[src/rtl/qspi_pkg.sv]
// Shared definitions for the QSPI flash responder: opcodes, FSM states and lane-mode encoding.
package qspi_pkg;

  localparam logic [7:0] OP_PP   = 8'h02;
  localparam logic [7:0] OP_READ = 8'h03;
  localparam logic [7:0] OP_WRDI = 8'h04;
  localparam logic [7:0] OP_RDSR = 8'h05;
  localparam logic [7:0] OP_WREN = 8'h06;
  localparam logic [7:0] OP_FAST = 8'h0B;
  localparam logic [7:0] OP_DUAL = 8'h3B;
  localparam logic [7:0] OP_QUAD = 8'h6B;

  typedef enum logic [2:0] {
    ST_IDLE,
    ST_CMD,
    ST_ADDR,
    ST_DUMMY,
    ST_DOUT,
    ST_DIN,
    ST_IGNORE
  } state_t;

  // Same encoding as the controller's *_lanes_sel fields.
  typedef enum logic [1:0] {
    LANES_1 = 2'd0,
    LANES_2 = 2'd1,
    LANES_4 = 2'd2
  } lanes_t;

  function automatic logic [3:0] lane_count(input lanes_t mode);
    case (mode)
      LANES_2: lane_count = 4'd2;
      LANES_4: lane_count = 4'd4;
      default: lane_count = 4'd1;
    endcase
  endfunction

endpackage

[src/rtl/qspi_edge_sync.sv]
// Pad synchronizers: sclk/cs_n get 2 flops plus an edge-detect flop, io lanes get 2 flops.
module qspi_edge_sync (
  input  logic       clk,
  input  logic       resetn,
  input  logic       sclk,
  input  logic       cs_n,
  input  logic [3:0] io_in,
  output logic       sclk_rise,
  output logic       sclk_fall,
  output logic       cs_rise,
  output logic       cs_fall,
  output logic [3:0] io_s
);

  // [0] metastable stage, [1] synchronized, [2] previous synchronized value
  logic [2:0] sclk_pipe;
  logic [2:0] cs_pipe;
  logic [3:0] io_meta;

  always_ff @(posedge clk or negedge resetn) begin
    if (!resetn) begin
      sclk_pipe <= 3'b000;
      cs_pipe   <= 3'b111;
    end else begin
      sclk_pipe <= {sclk_pipe[1:0], sclk};
      cs_pipe   <= {cs_pipe[1:0], cs_n};
    end
  end

  genvar gi;
  generate
    for (gi = 0; gi < 4; gi++) begin : g_io_sync
      always_ff @(posedge clk or negedge resetn) begin
        if (!resetn) begin
          io_meta[gi] <= 1'b0;
          io_s[gi]    <= 1'b0;
        end else begin
          io_meta[gi] <= io_in[gi];
          io_s[gi]    <= io_meta[gi];
        end
      end
    end
  endgenerate

  assign sclk_rise = sclk_pipe[1] & ~sclk_pipe[2];
  assign sclk_fall = ~sclk_pipe[1] & sclk_pipe[2];
  assign cs_rise   = cs_pipe[1] & ~cs_pipe[2];
  assign cs_fall   = ~cs_pipe[1] & cs_pipe[2];

endmodule

[src/rtl/qspi_flash_target.sv]
// Oversampling QSPI flash responder serving READ/FAST/DUAL/RDSR/WREN/WRDI/PP against a byte memory port.
// Define QSPI_FLASH_TARGET_QUAD_EN to decode 0x6B as a quad output read.
module qspi_flash_target
  import qspi_pkg::*;
#(
  parameter int unsigned ADDR_W     = 24,
  parameter int unsigned DUMMY_FAST = 8
) (
  input  logic              clk,
  input  logic              resetn,
  input  logic              sclk,
  input  logic              cs_n,
  input  logic [3:0]        io_in,
  output logic [3:0]        io_out,
  output logic [3:0]        io_oe,
  output logic [ADDR_W-1:0] mem_addr,
  output logic              mem_re,
  input  logic [7:0]        mem_rdata,
  output logic              mem_we,
  output logic [7:0]        mem_wdata,
  output logic              wel
);

  localparam logic [7:0]        DUMMY_LAST = 8'(DUMMY_FAST - 1);
  localparam logic [ADDR_W-1:0] PAGE_MASK  = ADDR_W'(8'hFF);

  logic       sclk_rise, sclk_fall, cs_rise, cs_fall;
  logic [3:0] io_s;
  logic       unused_io;

  state_t              state_reg, state_next;
  logic [7:0]          cnt_reg, cnt_next;
  logic [7:0]          shift_reg, shift_next;
  logic [7:0]          op_reg, op_next;
  lanes_t              lanes_reg, lanes_next;
  logic [ADDR_W-1:0]   addr_reg, addr_next;
  logic [7:0]          prefetch_reg, prefetch_next;
  logic                rd_pend_reg, rd_pend_next;
  logic                wel_reg, wel_next;
  logic                wrote_reg, wrote_next;
  logic [3:0]          io_out_reg, io_out_next;
  logic [3:0]          io_oe_reg, io_oe_next;
  logic                mem_re_reg, mem_re_next;
  logic                mem_we_reg, mem_we_next;
  logic [7:0]          mem_wdata_reg, mem_wdata_next;
  logic [ADDR_W-1:0]   mem_addr_reg, mem_addr_next;

  logic [7:0]          rx_byte;
  logic [ADDR_W-1:0]   addr_shift, addr_inc, addr_page_inc;
  logic [7:0]          byte_v, remain_v;

  qspi_edge_sync u_sync (
    .clk       (clk),
    .resetn    (resetn),
    .sclk      (sclk),
    .cs_n      (cs_n),
    .io_in     (io_in),
    .sclk_rise (sclk_rise),
    .sclk_fall (sclk_fall),
    .cs_rise   (cs_rise),
    .cs_fall   (cs_fall),
    .io_s      (io_s)
  );

  // Only single-lane input phases exist, so io1..io3 are never sampled.
  assign unused_io     = ^io_s[3:1];
  assign rx_byte       = {shift_reg[6:0], io_s[0]};
  assign addr_shift    = {addr_reg[ADDR_W-2:0], io_s[0]};
  assign addr_inc      = addr_reg + ADDR_W'(1);
  assign addr_page_inc = (addr_reg & ~PAGE_MASK) | (addr_inc & PAGE_MASK);

  always_ff @(posedge clk or negedge resetn) begin
    if (!resetn) state_reg <= ST_IDLE;
    else         state_reg <= state_next;
  end

  always_comb begin
    state_next = state_reg;
    if (cs_rise) begin
      state_next = ST_IDLE;
    end else begin
      case (state_reg)
        ST_IDLE: if (cs_fall) state_next = ST_CMD;
        ST_CMD: begin
          if (sclk_rise && cnt_reg == 8'd7) begin
            case (rx_byte)
              OP_RDSR:                            state_next = ST_DOUT;
              OP_READ, OP_FAST, OP_DUAL, OP_PP:   state_next = ST_ADDR;
`ifdef QSPI_FLASH_TARGET_QUAD_EN
              OP_QUAD:                            state_next = ST_ADDR;
`endif
              default:                            state_next = ST_IGNORE;
            endcase
          end
        end
        ST_ADDR: begin
          if (sclk_rise && cnt_reg == 8'd23) begin
            if (op_reg == OP_READ)    state_next = ST_DOUT;
            else if (op_reg == OP_PP) state_next = ST_DIN;
            else                      state_next = ST_DUMMY;
          end
        end
        ST_DUMMY: if (sclk_rise && cnt_reg == DUMMY_LAST) state_next = ST_DOUT;
        default:  state_next = state_reg;
      endcase
    end
  end

  always_comb begin
    cnt_next       = cnt_reg;
    shift_next     = shift_reg;
    op_next        = op_reg;
    lanes_next     = lanes_reg;
    addr_next      = addr_reg;
    prefetch_next  = prefetch_reg;
    rd_pend_next   = mem_re_reg;
    wel_next       = wel_reg;
    wrote_next     = wrote_reg;
    io_out_next    = io_out_reg;
    io_oe_next     = io_oe_reg;
    mem_re_next    = 1'b0;
    mem_we_next    = 1'b0;
    mem_wdata_next = mem_wdata_reg;
    mem_addr_next  = mem_addr_reg;
    byte_v         = 8'h00;
    remain_v       = 8'h00;

    if (rd_pend_reg) prefetch_next = mem_rdata;

    case (state_reg)
      ST_IDLE: begin
        if (cs_fall) begin
          cnt_next    = 8'd0;
          shift_next  = 8'h00;
          wrote_next  = 1'b0;
          io_out_next = 4'h0;
          io_oe_next  = 4'h0;
        end
      end
      ST_CMD: begin
        if (sclk_rise && !cs_rise) begin
          shift_next = rx_byte;
          cnt_next   = cnt_reg + 8'd1;
          if (cnt_reg == 8'd7) begin
            cnt_next   = 8'd0;
            op_next    = rx_byte;
            lanes_next = LANES_1;
            if (rx_byte == OP_WREN) wel_next = 1'b1;
            if (rx_byte == OP_WRDI) wel_next = 1'b0;
            if (rx_byte == OP_DUAL) lanes_next = LANES_2;
`ifdef QSPI_FLASH_TARGET_QUAD_EN
            if (rx_byte == OP_QUAD) lanes_next = LANES_4;
`endif
          end
        end
      end
      ST_ADDR: begin
        if (sclk_rise && !cs_rise) begin
          addr_next = addr_shift;
          cnt_next  = cnt_reg + 8'd1;
          if (cnt_reg == 8'd23) begin
            cnt_next = 8'd0;
            if (op_reg != OP_PP) begin
              mem_re_next   = 1'b1;
              mem_addr_next = addr_shift;
            end
          end
        end
      end
      ST_DUMMY: begin
        if (sclk_rise && !cs_rise) begin
          cnt_next = (cnt_reg == DUMMY_LAST) ? 8'd0 : cnt_reg + 8'd1;
        end
      end
      ST_DOUT: begin
        if (sclk_fall && !cs_rise) begin
          // cnt_reg counts bits left in the current byte; zero means load the next one.
          if (cnt_reg == 8'd0) begin
            remain_v = 8'd8;
            if (op_reg == OP_RDSR) begin
              byte_v = {6'b000000, wel_reg, 1'b0};
            end else begin
              byte_v        = prefetch_reg;
              addr_next     = addr_inc;
              mem_re_next   = 1'b1;
              mem_addr_next = addr_inc;
            end
          end else begin
            remain_v = cnt_reg;
            byte_v   = shift_reg;
          end
          shift_next = byte_v << lane_count(lanes_reg);
          cnt_next   = remain_v - 8'(lane_count(lanes_reg));
          case (lanes_reg)
            LANES_2: begin
              io_out_next = {2'b00, byte_v[7:6]};
              io_oe_next  = 4'b0011;
            end
            LANES_4: begin
              io_out_next = byte_v[7:4];
              io_oe_next  = 4'b1111;
            end
            default: begin
              io_out_next = {3'b000, byte_v[7]};
              io_oe_next  = 4'b0001;
            end
          endcase
        end
      end
      ST_DIN: begin
        // Not gated by cs_rise: a byte whose last rise coincides with CS# rise still completes.
        if (sclk_rise) begin
          shift_next = rx_byte;
          cnt_next   = cnt_reg + 8'd1;
          if (cnt_reg == 8'd7) begin
            cnt_next  = 8'd0;
            addr_next = addr_page_inc;
            if (wel_reg) begin
              mem_we_next    = 1'b1;
              mem_wdata_next = rx_byte;
              mem_addr_next  = addr_reg;
              wrote_next     = 1'b1;
            end
          end
        end
      end
      default: begin
      end
    endcase

    if (cs_rise) begin
      cnt_next    = 8'd0;
      io_out_next = 4'h0;
      io_oe_next  = 4'h0;
      if (state_reg == ST_DIN && wrote_next) wel_next = 1'b0;
    end

`ifndef QSPI_FLASH_TARGET_QUAD_EN
    io_out_next[3:2] = 2'b00;
    io_oe_next[3:2]  = 2'b00;
`endif
  end

  always_ff @(posedge clk or negedge resetn) begin
    if (!resetn) begin
      cnt_reg       <= 8'd0;
      shift_reg     <= 8'h00;
      op_reg        <= 8'h00;
      lanes_reg     <= LANES_1;
      addr_reg      <= '0;
      prefetch_reg  <= 8'h00;
      rd_pend_reg   <= 1'b0;
      wel_reg       <= 1'b0;
      wrote_reg     <= 1'b0;
      io_out_reg    <= 4'h0;
      io_oe_reg     <= 4'h0;
      mem_re_reg    <= 1'b0;
      mem_we_reg    <= 1'b0;
      mem_wdata_reg <= 8'h00;
      mem_addr_reg  <= '0;
    end else begin
      cnt_reg       <= cnt_next;
      shift_reg     <= shift_next;
      op_reg        <= op_next;
      lanes_reg     <= lanes_next;
      addr_reg      <= addr_next;
      prefetch_reg  <= prefetch_next;
      rd_pend_reg   <= rd_pend_next;
      wel_reg       <= wel_next;
      wrote_reg     <= wrote_next;
      io_out_reg    <= io_out_next;
      io_oe_reg     <= io_oe_next;
      mem_re_reg    <= mem_re_next;
      mem_we_reg    <= mem_we_next;
      mem_wdata_reg <= mem_wdata_next;
      mem_addr_reg  <= mem_addr_next;
    end
  end

  assign io_out    = io_out_reg;
  assign io_oe     = io_oe_reg;
  assign mem_re    = mem_re_reg;
  assign mem_we    = mem_we_reg;
  assign mem_wdata = mem_wdata_reg;
  assign mem_addr  = mem_addr_reg;
  assign wel       = wel_reg;

endmodule

[config.mk]
export PLATFORM = sky130hd
export DESIGN_NAME = qspi_flash_target
export DESIGN_NICKNAME = d
export VERILOG_FILES = /design/src/rtl/qspi_pkg.sv /design/src/rtl/qspi_edge_sync.sv /design/src/rtl/qspi_flash_target.sv
export SDC_FILE = /design/constraint.sdc
export NUM_CORES = 1
export LEC_CHECK = 0
export CORE_MARGIN = 4
export CORE_UTILIZATION = 45
export DETAILED_ROUTE_END_ITERATION = 10
export PLACE_DENSITY = 0.65
export SLEW_MARGIN = 20
export SYNTH_ARGS = -nofsm -noshare
export SYNTH_HDL_FRONTEND = slang
export SYNTH_SLANG_ARGS = --single-unit
[constraint.sdc]
create_clock -name clk -period 9.91 [get_ports clk]
set_clock_uncertainty 0.05 [all_clocks]
set_input_delay 1.4865 -clock clk [delete_from_list [all_inputs] [get_ports clk]]
set_output_delay 1.4865 -clock clk [all_outputs]
set_load 0.005 [all_outputs]
==> results.md <==
* Critical path's slowest cell: a21oi_2
* Kind of critical path: reg2reg
* Setup crit end kind: flip-flop
* Syn Inst Count at ~650
* Hold Fails Final Rpt at 0
* Drt first-iter violations at ~450
* Area share of the largest cell type after synthesis at 0.4333
* Run status: finished clean
* Data arrival time of the critical path at between 3 and 4 ns
* # port buffers at about 50
* Floorplan die height at around 120 um
* Clock tree from TritonCTS: built
* Global router's overall resource usage at 0.1945
* CP max FO at 20
* DP HPWL at roughly 10 mm
* Slew HR at 0.2601
* Largest area contributor in the netlist: dfrtp_1
* Most common flop cell mapped by yosys: dfrtp_1
* Setup repair bufs after CTS at 0
* I/O Pins at between 50 and 60
* Cell Area, Placed at roughly 6700 um2
* CP max stage delay at ~0.80 ns
* Standard-cell row count at 42
* Crit share post-route at 0.3630
* Critical R2R Capture: addr_reg[20]$_DFFE_PN0P_
* Via-to-Cell Ratio at 5.998
* Maximum number of pins on one net before global-route repair at 64
* Residual DRC count at 0
* Cell variety after synth at 74
* Initial antenna violation count at 0
* Final WL at about 15 mm
* Detailed route wirelength on metal2 at 6.610 mm
* Power density normalized to cell area at 278.7 nW/um2
* Met1 wire length at between 7 and 8 mm
* Share of post-route cells with drive strength above 1 at 0.1243
* Number of instances resized during post-cts repair at 0
* Total length of routed met3 wires at 1.002 mm
* Setup violations, final at 0
* WHS Path Cells at 0
* Cell area after layout at around 7000 um2
* Clock buffers created by TritonCTS at 9
* EDFF count, synth at 0
* Clock Sink Count at roughly 110
* Pre-Repair DR Iteration Count at 5
* Upper clock frequency limit at ~280 MHz
* Final Worst Setup Slack at roughly 6.3 ns
* Sum of overflow across all layers after global routing at 0
* Remaining antenna violation count at 0
* Buffer depth of the longest clock path at 2
* Fin. max-slew vios at 0
* Proportion of register bits with asynchronous set or reset after synthesis at 1.000
* Register area share after synthesis at 0.4461
* Area overhead of the layout relative to synthesis at 14.08%
* Vias at around 5000
* DP Worst Slack at between 6 and 7 ns
* Cells along the critical path: inv_1 > ha_1 > inv_1 > nand4_1 > a32o_1 > a21oi_2 > a21oi_1 > a311oi_1
* Hold EP: u_sync.io_s[0]$_DFF_PN0_
* Leading cell types by total area after synthesis: dfrtp_1 (43%), mux2_2 (7.9%), a21oi_1 (4.3%)
* Uppermost routed layer: met4
* ANT cells at 0
* Post-route total power at just under 2 mW
* Unrepaired setup endpoints after global routing: no
* Starting density of the core at 0.4605
* Max cap viols at 0
* Required @ worst endpoint at just over 10 ns
* Most repeated library cell on the critical path: inv_1
* Horizontal extent of the die at ~120 um
* Mean instance size in the synthesized netlist at 9.477 um2
* Post-synthesis register bit count at between 100 and 150
* Startpoint of the lowest-slack register-to-register path: u_sync.cs_pipe[2]$_DFF_PN1_
* Fin crit period at about 3.6 ns
* Slack of the worst reg-to-reg path at 6.31 ns
* Layout Nets at around 700
* Hold path startpoint: u_sync.io_meta[0]$_DFF_PN0_
* Die Area at 15540 um2
* Reg clk slew, reported paths at roughly 0.07 ns
* Final sum of negative setup slack at 0 ns
* Leakage power total at approximately 2.9 nW
* Launching element type of the critical path: flip-flop
* Total number of yosys warnings at 0
* Average wire per standard cell at 17.50 um
* Class of the tightest hold or removal check: reg2reg
* Actual slew at the worst max-slew pin at ~1.1 ns
* Clock root buffer: clkbuf_16
* Number of global-route vias before repair at slightly below 5000
* Placer's final routability congestion estimate at roughly 0.9
* Peak ir drop on the vdd network at ~0.14 mV
* Post-CTS Hold Fix Bufs at 0
* Core Box Area at around 13000 um2
* Number of cell instances on the worst register-to-register path at 8
* Netlist Area Pre-Place at 6122 um2
* First-pass GRT wire length at 25.10 mm
* H-tree lvl count at 3
* Clk Latency, worst-skew pair at 0.36 ns
==> synth_stat cells (3+ instances only) <==
| cell type | number |
|---|---|
| xnor2_1 | 6 |
| a21boi_0 | 3 |
| buf_4 | 8 |
| dfstp_2 | 3 |
| or3_1 | 3 |
| nor3_1 | 17 |
| ha_1 | 8 |
| a21o_1 | 3 |
| buf_1 | 5 |
| nand2_1 | 66 |
| o21ai_0 | 29 |
| nand2b_1 | 4 |
| a32oi_1 | 3 |
| o22a_1 | 6 |
| mux2i_1 | 7 |
| and2_1 | 6 |
| dfrtp_1 | 106 |
| mux2_2 | 43 |
| and3_1 | 8 |
| a31oi_1 | 12 |
| buf_2 | 6 |
| nor4_1 | 3 |
| nand3_1 | 20 |
| nand4_1 | 9 |
| a21oi_1 | 53 |
| o211ai_1 | 8 |
| o31ai_1 | 8 |
| a221oi_1 | 8 |
| clkbuf_1 | 22 |
| o22ai_1 | 9 |
| nor2b_1 | 5 |
| nor2_1 | 52 |
| a22o_1 | 3 |
| a22oi_1 | 4 |
| a211oi_1 | 10 |
| o21a_1 | 6 |
| buf_6 | 3 |
| inv_1 | 21 |
==> per-layer routing <==
metal / global-route usage / vias to the layer above
met2: 0.2853 / 180
met3: 0.04288 / 16
met1: 0.2888 / 2493
li1: - / 2421
met5: 0 / -
met4: 0.05674 / 0
==> area by class of cell <==
| type | count | area (um2) |
|---|---|---|
| clock inverter | 5 | 60.06 |
| fill | 1217 | 6311 |
| timing repair buffer | 56 | 545.5 |
| sequential | 109 | 2731 |
| clock buffer | 10 | 239.0 |
| multi-input combinational | 475 | 3109 |
| tap | 176 | 220.2 |
| inverter | 21 | 78.83 |
==> per-stage QoR <==
step | instances | hold WS [ns] | util
detailed placement | 837 | 0.2847 | 0.5025
global placement | 837 | 0.2836 | 0.5025
floorplan | 649 | 0.2812 | -
finish | 852 | 0.2995 | 0.5253
CTS | 852 | 0.3011 | 0.5250
global route | 852 | 0.3083 | 0.5253
==> cell families after synthesis <==
group,Yosys count,synth area share
simple gates,216,0.1762
compound gates,188,0.2058
flops,109,0.4461
buf+inv,65,0.04966
mux,50,0.09054
fa+ha+maj,9,0.01962
xor+xnor,8,0.01145
other cells,1,0.0006125
==> critical path, delay by kind of cell, from the launching register on <==
| kind | cells | cell delay [ns] |
|---|---|---|
| DFF | 1 | 0.54 |
| AOI/OAI and AO/OA | 4 | 1.77 |
| adders and majority gates | 1 | 0.38 |
| and+or+nand+nor | 1 | 0.54 |
| buffers and inverters | 2 | 0.22 |
==> placed cells by master, fill, tap and decap left out, drive strengths merged, types with 7 or more instances in the layout <==
cell,n
mux2i,7
nor3,19
o22ai,9
nand4,10
dfrtp,106
mux2,43
clkdlybuf4s50,50
ha,8
o211ai,8
a21oi,54
o21ai,30
a31oi,12
nor2,54
a221oi,8
o31ai,8
inv,22
a211oi,10
and3,8
nand3,20
clkbuf,10
nand2,67
==> power breakdown <==
part	internal (mW)	switching [mW]
registers	0.557	0.146
logic	0.372	0.504
clock network	0.202	0.165
total	1.13	0.815
==> worst max-delay path by stage <==
stage	start	endpoint	depth (start not counted)
final	u_sync.cs_pipe[2]$_DFF_PN1_	addr_reg[20]$_DFFE_PN0P_	8
after global routing	u_sync.cs_pipe[2]$_DFF_PN1_	addr_reg[20]$_DFFE_PN0P_	8
after CTS	u_sync.cs_pipe[2]$_DFF_PN1_	addr_reg[20]$_DFFE_PN0P_	8
after detailed placement	u_sync.cs_pipe[2]$_DFF_PN1_	addr_reg[20]$_DFFE_PN0P_	8
after global placement	u_sync.cs_pipe[2]$_DFF_PN1_	addr_reg[11]$_DFFE_PN0P_	7
after floorplan	cnt_reg[1]$_DFFE_PN0P_	cnt_reg[6]$_DFFE_PN0P_	13
Power figures use the tool's default switching activity.
